## src/rtl/edac_err_logger.sv

```systemverilog
// -----------------------------------------------------------------------------
// edac_err_logger
//
// Error-event logger placed directly after the EDAC core in the read-clock
// domain. Every read flagged as corrected (CE) or uncorrectable (UE) is
// counted in a saturating counter and recorded as {ue, scrub, address} in a
// small show-ahead FIFO that software drains through a pop interface. Any UE
// raises a sticky interrupt.
//
// Build option:
//   EDAC_ERRLOG_DEDUP_EN - when defined, an event whose {ue, addr} equals the
//                          last pushed entry is counted but not pushed again.
//                          The scrub bit is not part of the compare.
//
// Pipeline: all inputs are captured in one register stage and acted on at the
// following edge, so an event or pop sampled at edge N shows on the outputs
// after edge N+1. Events, pops, clr and irq_ack share that stage, which keeps
// their "same cycle" interactions aligned. No output depends combinationally
// on any input.
//
// Handshake: pop is a request, not a valid/ready pair. A pop that reaches the
// processing stage while the FIFO is empty is dropped with no side effects.
//
// FSM debug state: this block has no FSM; its whole state (pointers, counters,
// sticky flags) is already visible on the outputs.
//
// Ports:
//   rClk          in   sole clock, rising edge
//   nGrst         in   asynchronous active-low reset
//   correctable   in   EDAC: single-bit error corrected on this read
//   error         in   EDAC: uncorrectable error on this read
//   now_scrubbing in   EDAC: current read is a scrub read
//   ram_rA_lat    in   read address aligned with the flags
//   clr           in   synchronous clear of counters, FIFO, ovf, irq_ue
//   pop           in   consume head FIFO entry
//   irq_ack       in   clear sticky UE interrupt
//   ent_valid     out  FIFO non-empty
//   ent_data      out  head entry {ue, scrub, address}
//   fifo_level    out  entries held, 0..2^FIFO_LOGDEPTH
//   ce_cnt        out  corrected-event count (saturating)
//   ue_cnt        out  uncorrectable-event count (saturating)
//   ovf           out  sticky: an event was dropped on a full FIFO
//   irq_ue        out  sticky UE interrupt
// -----------------------------------------------------------------------------
module edac_err_logger #(
    parameter int ADDR_W        = 8,
    parameter int FIFO_LOGDEPTH = 3,
    parameter int CNT_WIDTH     = 16
) (
    input  logic                     rClk,
    input  logic                     nGrst,
    input  logic                     correctable,
    input  logic                     error,
    input  logic                     now_scrubbing,
    input  logic [ADDR_W-1:0]        ram_rA_lat,
    input  logic                     clr,
    input  logic                     pop,
    input  logic                     irq_ack,
    output logic                     ent_valid,
    output logic [ADDR_W+1:0]        ent_data,
    output logic [FIFO_LOGDEPTH:0]   fifo_level,
    output logic [CNT_WIDTH-1:0]     ce_cnt,
    output logic [CNT_WIDTH-1:0]     ue_cnt,
    output logic                     ovf,
    output logic                     irq_ue
);

    localparam int DEPTH = 1 << FIFO_LOGDEPTH;
    localparam int E_W   = ADDR_W + 2;
    localparam int P_W   = FIFO_LOGDEPTH + 1;

    // Input capture stage
    logic              s_ev;
    logic              s_ue;
    logic              s_scrub;
    logic [ADDR_W-1:0] s_addr;
    logic              s_pop;
    logic              s_clr;
    logic              s_ack;

    // FIFO and status state
    logic [E_W-1:0]       mem [DEPTH];
    logic [P_W-1:0]       wr_ptr;
    logic [P_W-1:0]       rd_ptr;
    logic [E_W-1:0]       head_q;
    logic [CNT_WIDTH-1:0] ce_q;
    logic [CNT_WIDTH-1:0] ue_q;
    logic                 ovf_q;
    logic                 irq_q;

    // Processing-stage decode
    logic           empty;
    logic           full;
    logic           dup;
    logic           want_push;
    logic           do_push;
    logic           do_pop;
    logic           drop;
    logic [P_W-1:0] wr_next;
    logic [P_W-1:0] rd_next;
    logic [E_W-1:0] push_data;

    always_ff @(posedge rClk or negedge nGrst) begin
        if (!nGrst) begin
            s_ev    <= 1'b0;
            s_ue    <= 1'b0;
            s_scrub <= 1'b0;
            s_addr  <= '0;
            s_pop   <= 1'b0;
            s_clr   <= 1'b0;
            s_ack   <= 1'b0;
        end else begin
            s_ev    <= error | correctable;
            s_ue    <= error;            // UE wins when both flags are high
            s_scrub <= now_scrubbing;
            s_addr  <= ram_rA_lat;
            s_pop   <= pop;
            s_clr   <= clr;
            s_ack   <= irq_ack;
        end
    end

`ifdef EDAC_ERRLOG_DEDUP_EN
    logic [ADDR_W:0] last_key;
    logic            last_valid;

    always_ff @(posedge rClk or negedge nGrst) begin
        if (!nGrst) begin
            last_key   <= '0;
            last_valid <= 1'b0;
        end else if (s_clr) begin
            last_valid <= 1'b0;
        end else if (do_push) begin
            last_key   <= {s_ue, s_addr};
            last_valid <= 1'b1;
        end
    end

    assign dup = last_valid && (last_key == {s_ue, s_addr});
`else
    assign dup = 1'b0;
`endif

    always_comb begin
        empty     = (wr_ptr == rd_ptr);
        // Same index, opposite lap bit
        full      = (wr_ptr[P_W-1] != rd_ptr[P_W-1]) &&
                    (wr_ptr[P_W-2:0] == rd_ptr[P_W-2:0]);
        do_pop    = s_pop && !empty;
        want_push = s_ev && !dup;
        // A pop in the same cycle frees the slot, so a full FIFO still accepts
        do_push   = want_push && (!full || do_pop);
        drop      = want_push && full && !do_pop;
        wr_next   = wr_ptr + {{(P_W-1){1'b0}}, do_push};
        rd_next   = rd_ptr + {{(P_W-1){1'b0}}, do_pop};
        push_data = {s_ue, s_scrub, s_addr};
    end

    // Storage is deliberately not reset
    always_ff @(posedge rClk) begin
        if (do_push && !s_clr) begin
            mem[wr_ptr[P_W-2:0]] <= push_data;
        end
    end

    always_ff @(posedge rClk or negedge nGrst) begin
        if (!nGrst) begin
            wr_ptr <= '0;
            rd_ptr <= '0;
            head_q <= '0;
            ce_q   <= '0;
            ue_q   <= '0;
            ovf_q  <= 1'b0;
            irq_q  <= 1'b0;
        end else if (s_clr) begin
            wr_ptr <= '0;
            rd_ptr <= '0;
            ce_q   <= '0;
            ue_q   <= '0;
            ovf_q  <= 1'b0;
            irq_q  <= 1'b0;
        end else begin
            wr_ptr <= wr_next;
            rd_ptr <= rd_next;

            if (s_ev && !s_ue && (ce_q != '1)) begin
                ce_q <= ce_q + 1'b1;
            end
            if (s_ev && s_ue && (ue_q != '1)) begin
                ue_q <= ue_q + 1'b1;
            end

            if (drop) begin
                ovf_q <= 1'b1;
            end

            // Set has priority over acknowledge
            if (s_ev && s_ue) begin
                irq_q <= 1'b1;
            end else if (s_ack) begin
                irq_q <= 1'b0;
            end

            // Registered show-ahead head. The slot being written this edge is
            // not yet in mem, so a push landing at the new head bypasses it.
            if (do_push && (wr_ptr[P_W-2:0] == rd_next[P_W-2:0])) begin
                head_q <= push_data;
            end else if (wr_next != rd_next) begin
                head_q <= mem[rd_next[P_W-2:0]];
            end
        end
    end

    assign ent_valid  = (wr_ptr != rd_ptr);
    assign ent_data   = head_q;
    assign fifo_level = wr_ptr - rd_ptr;
    assign ce_cnt     = ce_q;
    assign ue_cnt     = ue_q;
    assign ovf        = ovf_q;
    assign irq_ue     = irq_q;

endmodule

```

## config.mk

```make
export PLATFORM = sky130hd
export DESIGN_NAME = edac_err_logger
export DESIGN_NICKNAME = d
export VERILOG_FILES = /design/src/rtl/edac_err_logger.sv
export SDC_FILE = /design/constraint.sdc
export NUM_CORES = 1
export LEC_CHECK = 0
export BUFFER_PORTS_ARGS = -buffer_cell sky130_fd_sc_hd__buf_2
export CAP_MARGIN = 20
export CORE_ASPECT_RATIO = 0.6
export CORE_MARGIN = 5
export CORE_UTILIZATION = 50
export DETAILED_ROUTE_END_ITERATION = 12
export PLACE_DENSITY = 0.69
export SYNTH_ARGS = -nofsm -noshare
export SYNTH_HDL_FRONTEND = slang
export SYNTH_SLANG_ARGS = --single-unit
```

## constraint.sdc

```tcl
create_clock -name rClk -period 3.6 [get_ports rClk]
set_input_delay 0 -clock rClk [delete_from_list [all_inputs] [get_ports rClk]]
set_output_delay 0 -clock rClk [all_outputs]
set_load 0.03 [all_outputs]
```

Word level (Yosys, flattened, before mapping):

Memory sizes are Yosys's and may differ from the RTL's. A register that Yosys moved wholly into a read port is not among the register bits.
Cells that the tools add are included.

* bitwise operators: 2
* reductions and logical operators: 24
* add/sub/neg operators: 5
* multiplexer cells: 13
* eq/ne operators: 8

Operators by type and width (count)
* 16-bit 2-to-1 mux: 4
* 16-bit by 1-bit adder with 16-bit output (second input constant): 2
* 16-bit != test (second input constant): 2
* 1-bit logical AND: 11
* 4-bit by 1-bit adder with 4-bit output: 2
* 4-bit 2-to-1 mux: 2
* 4-bit != test: 2
* 2-bit nonzero test: 4
* 1-bit 2-to-1 mux: 7
* 3-bit equality test: 2
* 1-bit logical NOT: 6
* 4-bit equality test: 1
* 4-bit subtractor: 1
* 3-bit nonzero test: 1
* 2-bit AND reduction: 1
* 1-bit logical OR: 1
* 1-bit != test: 1
* 1-bit inverter: 1
* 1-bit bitwise OR: 1

* bits in writable memories: 80
* memories kept: 1
* bits in registers: 56

Memories
* mem: depth 8, width 10, read ports 1, clocked after Yosys merged registers in 1, wr ports 1, RTL line 82 `logic [E_W-1:0] mem [DEPTH];`

Logic depth before layout (Yosys ltp):

Gate-level depths: netlist of run 1.

* depth in word-level cells: 9
* depth in mapped cells: 14
* mapped depth without buffers: 12

Least setup slack after synthesis of run 1:

Ideal clock, no wire load.

* kind: register to register
* start: register wr_ptr[3]
* end: register head_q[0] (netlist: ent_data[0]), read port of mem
* data required time: 3.468 ns
* setup slack: 0.209 ns
* arrival time: 3.259 ns
* period minus slack after synthesis: 3.391 ns
* stages on the path, launching flop included: 13
* path buffers: 3
* cells stage by stage: dfrtp_1 -> xnor2_1 -> nand4_1 -> and2_1 -> ha_1 -> ha_1 -> buf_6 -> buf_12 -> buf_2 -> mux4_1 -> mux2_2 -> a2111oi_1 -> nor2_1

* word-level cells in the longest chain between the ends: 9
* elaborated cells between the ends (all ways): 15

RTL lines
* start: declaration: RTL line 83 `logic [P_W-1:0] wr_ptr;`
* start signal: assignment: RTL line 183 `wr_ptr <= wr_next;`
* 4-bit equality test / 1-bit != test (equally long branches): RTL line 145, 147
* 1-bit logical NOT / 1-bit logical AND (equally long branches): RTL line 149, 147
* 1-bit logical AND / 1-bit logical NOT (equally long branches): RTL line 149, 152
* 1-bit logical OR: RTL line 152 `do_push = want_push && (!full || do_pop);`
* 1-bit logical AND: RTL line 152
* 4-bit by 1-bit adder with 4-bit output: RTL line 154 `wr_next = wr_ptr + {{(P_W-1){1'b0}}, do_push};`
* 4-bit != test: RTL line 208 `end else if (wr_next != rd_next) begin`
* 2-bit nonzero test (no line)
* 2-bit AND reduction (no line)
* end: declaration: RTL line 85 `logic [E_W-1:0] head_q;`

Parallel ways exist; a longest one is shown, timed or not.
A chain may end at the register's enable or synchronous reset.

Worst setup path after layout of run 1:

* start: register rd_ptr[2]
* end: register head_q[9] (netlist: ent_data[9]), read port of mem

* word-level cells in the longest chain between the ends: 9
* elaborated cells between the ends (all ways): 15

RTL lines
* start: declaration: RTL line 84 `logic [P_W-1:0] rd_ptr;`
* start signal: assignment: RTL line 184 `rd_ptr <= rd_next;`
* 4-bit equality test / 3-bit equality test (equally long branches): RTL line 145, 148
* 1-bit logical NOT / 1-bit logical AND (equally long branches): RTL line 149, 147
* 1-bit logical AND / 1-bit logical NOT (equally long branches): RTL line 149, 152
* 1-bit logical OR: RTL line 152
* 1-bit logical AND: RTL line 152
* 4-bit by 1-bit adder with 4-bit output: RTL line 154
* 4-bit != test: RTL line 208
* 2-bit nonzero test (no line)
* 2-bit AND reduction (no line)

Parallel ways exist; a longest one is shown, timed or not.

==> results of run 1 <==
==> cell families after synthesis <==
kind of cell,after synthesis
adders and majority gates,10
AOI/OAI and AO/OA,58
xor gates and xnor gates,41
muxes,32
and+or+nand+nor,125
DFF,146
buffers and inverters,34
==> registers in the layout, summed over array words and instances, names as in the netlist <==
signal / flops
mem: 80
ce_cnt: 16
ue_cnt: 16
ent_data: 10
s_addr: 8
rd_ptr: 4
wr_ptr: 4
irq_ue: 1
ovf: 1
s_ack: 1
s_clr: 1
s_ev: 1
s_pop: 1
s_scrub: 1
s_ue: 1
==> layout make-up <==
cell class | count | area (um2)
sequential | 146 | 4050
fill | 955 | 4890
clock buffer | 17 | 425
inverter | 11 | 41.3
tap | 170 | 213
timing repair buffer | 107 | 703
multi-input combinational | 266 | 2320
clock inverter | 15 | 208
==> per-layer routing <==
| layer | share of wire | vias to the layer above | GRT usage | wire length, um |
|---|---|---|---|---|
| met5 | 0 | - | 0 | 0 |
| met4 | 0.012 | 0 | 0.0489 | 184 |
| met3 | 0.070 | 21 | 0.0566 | 1070 |
| met2 | 0.45 | 155 | 0.294 | 6900 |
| met1 | 0.47 | 2153 | 0.305 | 7120 |
| li1 | - | 1926 | - | - |
==> path summary, 6_finish.rpt <==
kind                               endpoint  slack, ns  cells after the start
worst max-delay path            ent_data[9]       0.24                     11
worst min-delay path              s_addr[5]       0.22                      2
worst max register to register  ent_data[9]       0.24                     11
worst min register to register          ovf       0.51                      2
max in group asynchronous       ent_data[0]       2.53                      4
min in group asynchronous        ce_cnt[14]       0.48                      3
==> report_power, final <==
part | leakage [nW] | internal [mW] | switching, mW
clock network | 0.305 | 1.17 | 0.720
registers | 1.58 | 1.87 | 0.101
logic | 1.32 | 0.528 | 0.713
==> Yosys cell counts, types with 2 or more instances <==
library cell	number
a2111oi_1	7
a2111oi_2	2
a21oi_1	5
and2_1	8
and3_1	7
and4_1	3
buf_2	7
buf_6	4
clkbuf_1	9
dfrtp_1	66
edfxtp_1	80
ha_1	9
inv_1	11
mux2_2	8
mux2_4	2
mux2i_1	2
mux4_1	18
mux4_2	2
nand2_1	13
nand2b_1	2
nand3_1	10
nand4_1	12
nor2_1	53
nor2b_1	5
nor3_1	6
o2111ai_1	5
o211ai_1	6
o21a_1	2
o21ai_0	3
o32a_1	10
o41ai_1	10
xnor2_1	9
xor2_1	28
xor2_2	2
==> metrics by stage <==
stage / hold slack [ns] / util / instance area (um2)
4_1_cts: 0.203 / 0.616 / 7920
2_1_floorplan: -0.296 / - / 6550
3_3_place_gp: 0.107 / 0.554 / 7120
5_1_grt: 0.203 / 0.620 / 7960
6_report: 0.215 / 0.620 / 7960
3_5_place_dp: 0.109 / 0.555 / 7140
==> worst max-delay path, stage by stage, from the launching register on <==
cell       delay [ns]
dfrtp_1          0.44
inv_1            0.07
ha_1             0.36
nand4_1          0.15
and2_1           0.21
ha_1             0.22
ha_4             0.19
xor2_2           0.46
xor2_1           0.18
and3_1           0.36
a2111oi_1        0.48
nor2_1           0.11
==> repair_timing <==
item	4_1_cts	5_1_grt
gates resized for setup	0	2
hold endpoints to repair	58	4
hold buffers	15	1
buffers inserted	0	0
endpoints found under the setup margin	0	8
==> impl_metrics.json, run 1 <==
{
  "status": "complete, no violations",
  "avgViaCountPerCell": 5.81,
  "port_buffers": 64,
  "rsz0062_at_grt": "no",
  "die_x_um": 158,
  "grt_usage": 0.203,
  "syn_nets": 472,
  "skew_ns": 0.00523,
  "synthSimpleGateAreaFrac": 0.0933,
  "syn_area_per_cell_um2": 14.7,
  "syn_inst": 446,
  "synth_top_area_cell": "edfxtp_1",
  "grt_pass1_vias": 4165,
  "row_count": 32,
  "worstHoldStart": "ram_rA_lat[5]",
  "ir_drop_v": 0.000300,
  "globalRouteOverflowTotal": 0,
  "end_kind": "register",
  "hpwl_um": 9990,
  "start_util": 0.509,
  "clock_path_buffers": 2,
  "cp-start-kind": "register",
  "min_path_type": "input pin to register",
  "insertion_delay_ns": 0.42,
  "routabilityCongestion": 0.815,
  "finalCritPeriodShare": 0.933,
  "syn_to_final_growth_pct": 21.6,
  "period_minus_slack_ns": 3.36,
  "synth_top_family_by_area": "multiplexers",
  "ant_nets": 0,
  "netlist_top_cells_area": "edfxtp_1 37%, dfrtp_1 25%, mux4_1 7.2%",
  "routedWlPerCell_um": 20.9,
  "die_h_um": 98.6,
  "final_common_cell": "edfxtp_1",
  "critPathArrivalTime_ns": 3.65,
  "synth_cell_types": 54,
  "yosys.area_share.adder": 0.0203,
  "drc": 0,
  "netlist.area_leader.share": 0.367,
  "fin_tns_setup_ns": 0,
  "cp_data_required_time_ns": 3.89,
  "fmax_ghz": 0.298,
  "root_buffer": "clkbuf_16",
  "powerDensity_nw_per_um2": 641,
  "synth-xor-area-share": 0.0604,
  "slew_violations": 0,
  "dp.cells": 683,
  "relSlewSlack": 0.526,
  "synthMuxAreaShare": 0.101,
  "vias": 4255,
  "syn-cell-area_um2": 6550,
  "final_layout_size_suffix_gt1_frac": 0.258,
  "ioPinCount": 65,
  "yosysWarnings": 0,
  "nets": 575,
  "dieArea_um2": 15600,
  "worstMarginPinSlew_ns": 0.708,
  "synthArstFlopShare": 0.452,
  "drv_cap": 0,
  "dr.pass1.iters": 4,
  "h-tree-depth": 4,
  "finalHoldViolations": 0,
  "r2r-start": "rd_ptr[2]",
  "final_cell_mix": "80 x edfxtp_1, 66 x dfrtp_1, 64 x buf_2",
  "cts_tree": "yes",
  "finalNonFillerCells": 732,
  "diodes": 0,
  "cellLeakagePower_nw": 3.21,
  "synth_compound_area_frac": 0.0780,
  "setup_slack_ns": 0.243,
  "grt_start_max_net_pins": 50,
  "critPathMaxFanout": 10,
  "synth_edf_count": 80,
  "clk_pin_slew_ns": 0.06,
  "core-area_um2": 12900,
  "seq_area_frac_synth": 0.619,
  "critical_path_class": "register to register",
  "grt_pass1_wl_um": 23700,
  "synth_flop_cell": "edfxtp_1",
  "drtIter0Drc": 355,
  "antenna_found_initial": 0,
  "wl_um": 15300,
  "dp_slack_ns": 0.0546,
  "p_total_mw": 5.11,
  "ys_ff_latch": 146,
  "cts_buffers": 17,
  "cts_sinks": 146,
  "setup_viol": 0,
  "startpoint": "rd_ptr[2]"
}
No activity file was read; power rests on OpenSTA's default activity.
==> run 2: changes to the inputs <==
Settings changed: PLACE_DENSITY 0.69 to 0.73.
==> run 2 against run 1 <==
Against the previous run: design area is 0.47% lower; critical path type unchanged; sequential share of layout area is 0.24 points higher; setup slack better by 0.034 ns; sequential cell count stayed put; utilization fell by 0.29 points.
==> impl_metrics.json, run 2 (synthesis gave the netlist of run 1 again) <==
{
  "status": "complete, no violations",
  "hpwl_um": 10000,
  "critPathArrivalTime_ns": 3.61,
  "routabilityCongestion": 0.842,
  "final_layout_size_suffix_gt1_frac": 0.265,
  "critical_path_class": "register to register",
  "cts_sinks": 146,
  "drc": 0,
  "worstMarginPinSlew_ns": 0.826,
  "dr.pass1.iters": 6,
  "grt_pass1_vias": 4393,
  "rsz0062_at_grt": "no",
  "nets": 575,
  "cpMostUsedCell": "ha_1",
  "ir_drop_v": 0.000316,
  "row_count": 32,
  "p_clk_frac": 0.347,
  "seqPwrFrac": 0.399,
  "skew_ns": 0.00775,
  "worst_path_dominant_cell_family": "multiplexers",
  "wl_um": 15300,
  "critPathMaxFanout": 17,
  "final_cell_mix": "80 x edfxtp_1, 66 x dfrtp_1, 64 x buf_2",
  "grt_usage": 0.205,
  "clock_path_buffers": 2,
  "vias": 4334,
  "finalHoldViolations": 0,
  "fmax_ghz": 0.301,
  "port_buffers": 64,
  "diodes": 0,
  "setup_viol": 0,
  "final_common_cell": "edfxtp_1",
  "p_int_mw": 3.38,
  "grt_start_max_net_pins": 50,
  "die_h_um": 98.6,
  "crit_buf_inv": 2,
  "end_kind": "register",
  "ioPinCount": 65,
  "p_total_mw": 4.93,
  "drv_cap": 0,
  "cts_buffers": 17,
  "powerDensity_nw_per_um2": 622,
  "dieArea_um2": 15600,
  "min_path_type": "input pin to async pin",
  "insertion_delay_ns": 0.42,
  "cp_slowest_cell": "mux4_1",
  "finalCritPeriodShare": 0.923,
  "ant_nets": 0,
  "cp_slowest_stage_delay_ns": 0.62,
  "die_x_um": 158,
  "root_buffer": "clkbuf_16",
  "cellLeakagePower_nw": 3.18,
  "largest_reg_flops": 80,
  "globalRouteOverflowTotal": 0,
  "start_util": 0.509,
  "path_cells": "inv_1, ha_1, nand4_1, and2_1, ha_1, buf_4, mux4_1, mux2_2, a2111oi_1, nor2_1",
  "holdWs_ns": 0.210,
  "utilization": 0.617,
  "period_minus_slack_ns": 3.32,
  "avgViaCountPerCell": 5.92,
  "syn_to_final_growth_pct": 21.1,
  "relSlewSlack": 0.450,
  "power.switching_mw": 1.55,
  "cp_data_required_time_ns": 3.89,
  "cp-start-kind": "register",
  "core-area_um2": 12900,
  "cts_tree": "yes",
  "drtIter0Drc": 396,
  "antenna_found_initial": 0,
  "clk_pin_slew_ns": 0.06,
  "h-tree-depth": 4,
  "pwr-share-comb": 0.255,
  "grt_pass1_wl_um": 24400,
  "routedWlPerCell_um": 20.9,
  "fin_tns_setup_ns": 0,
  "slew_violations": 0,
  "sw_frac_of_total": 0.315
}
run 2: cell count changes in the layout (fill, tap and decap cells not counted), sizes merged:
| cell | before | now |
|---|---|---|
| bufinv | 4 | 1 |
| dlygate4sd3 | 16 | 15 |
| buf | 91 | 92 |
| clkinv | 7 | 2 |
| inv | 14 | 19 |
| clkinvlp | 1 | 4 |
run 2: power by group through the flow:
stage	registers, mW	logic (mW)	clock network, mW
2_1_floorplan	2.10	0.778	0
3_3_place_gp	1.99	1.19	0
3_5_place_dp	2.00	1.23	0
4_1_cts	1.97	1.24	1.73
5_1_grt	1.98	1.34	1.81
6_report	1.97	1.26	1.71
run 2: final timing paths:
kind	startpoint	to	slack, ns	cells after the start
worst max-delay path	wr_ptr[0]	ent_data[5]	0.28	10
worst min-delay path	nGrst	ce_cnt[9]	0.21	2
worst max register to register	wr_ptr[0]	ent_data[5]	0.28	10
worst min register to register	s_ack	irq_ue	0.50	2
max in group asynchronous	nGrst	s_addr[0]	2.44	3
min in group rClk	ram_rA_lat[1]	s_addr[1]	0.21	2
run 2: worst register-to-register path: cells and delay by family (launching register included):
| kind | cells | cell delay [ns] |
|---|---|---|
| buffers and inverters | 2 | 0.39 |
| and+or+nand+nor | 3 | 0.45 |
| adders and majority gates | 2 | 0.60 |
| muxes | 2 | 0.93 |
| DFF | 1 | 0.42 |
| AOI/OAI and AO/OA | 1 | 0.39 |
run 2: metrics by stage:
step / setup slack [ns] / cells / area, um2
floorplan: 0.209 / 446 / 6550
global placement: 0.292 / 680 / 7130
global route: 0.0768 / 732 / 7930
detailed placement: 0.106 / 684 / 7180
finish: 0.277 / 732 / 7930
CTS: 0.0766 / 731 / 7900
run 2: final cells by class:
class,instances,area [um2]
fill,942,4930
sequential,146,4050
multi-input combinational,266,2320
timing repair buffer,107,724
clock buffer,17,425
tap,170,213
clock inverter,15,146
inverter,11,41.3
run 2: layer usage:
metal / wire length, um / vias to the layer above / track usage
met5: 0 / - / 0
met4: 187 / 0 / 0.0469
met3: 1120 / 19 / 0.0562
met2: 6990 / 156 / 0.301
met1: 6990 / 2241 / 0.308
li1: - / 1918 / -
run 2: what timing repair did:
| action | CTS | global route |
|---|---|---|
| hold buffers | 15 | 0 |
| endpoints found under the setup margin | 0 | 10 |
| resized for setup | 0 | 3 |
| buffers inserted | 0 | 0 |
| hold endpoints to repair | 47 | 0 |
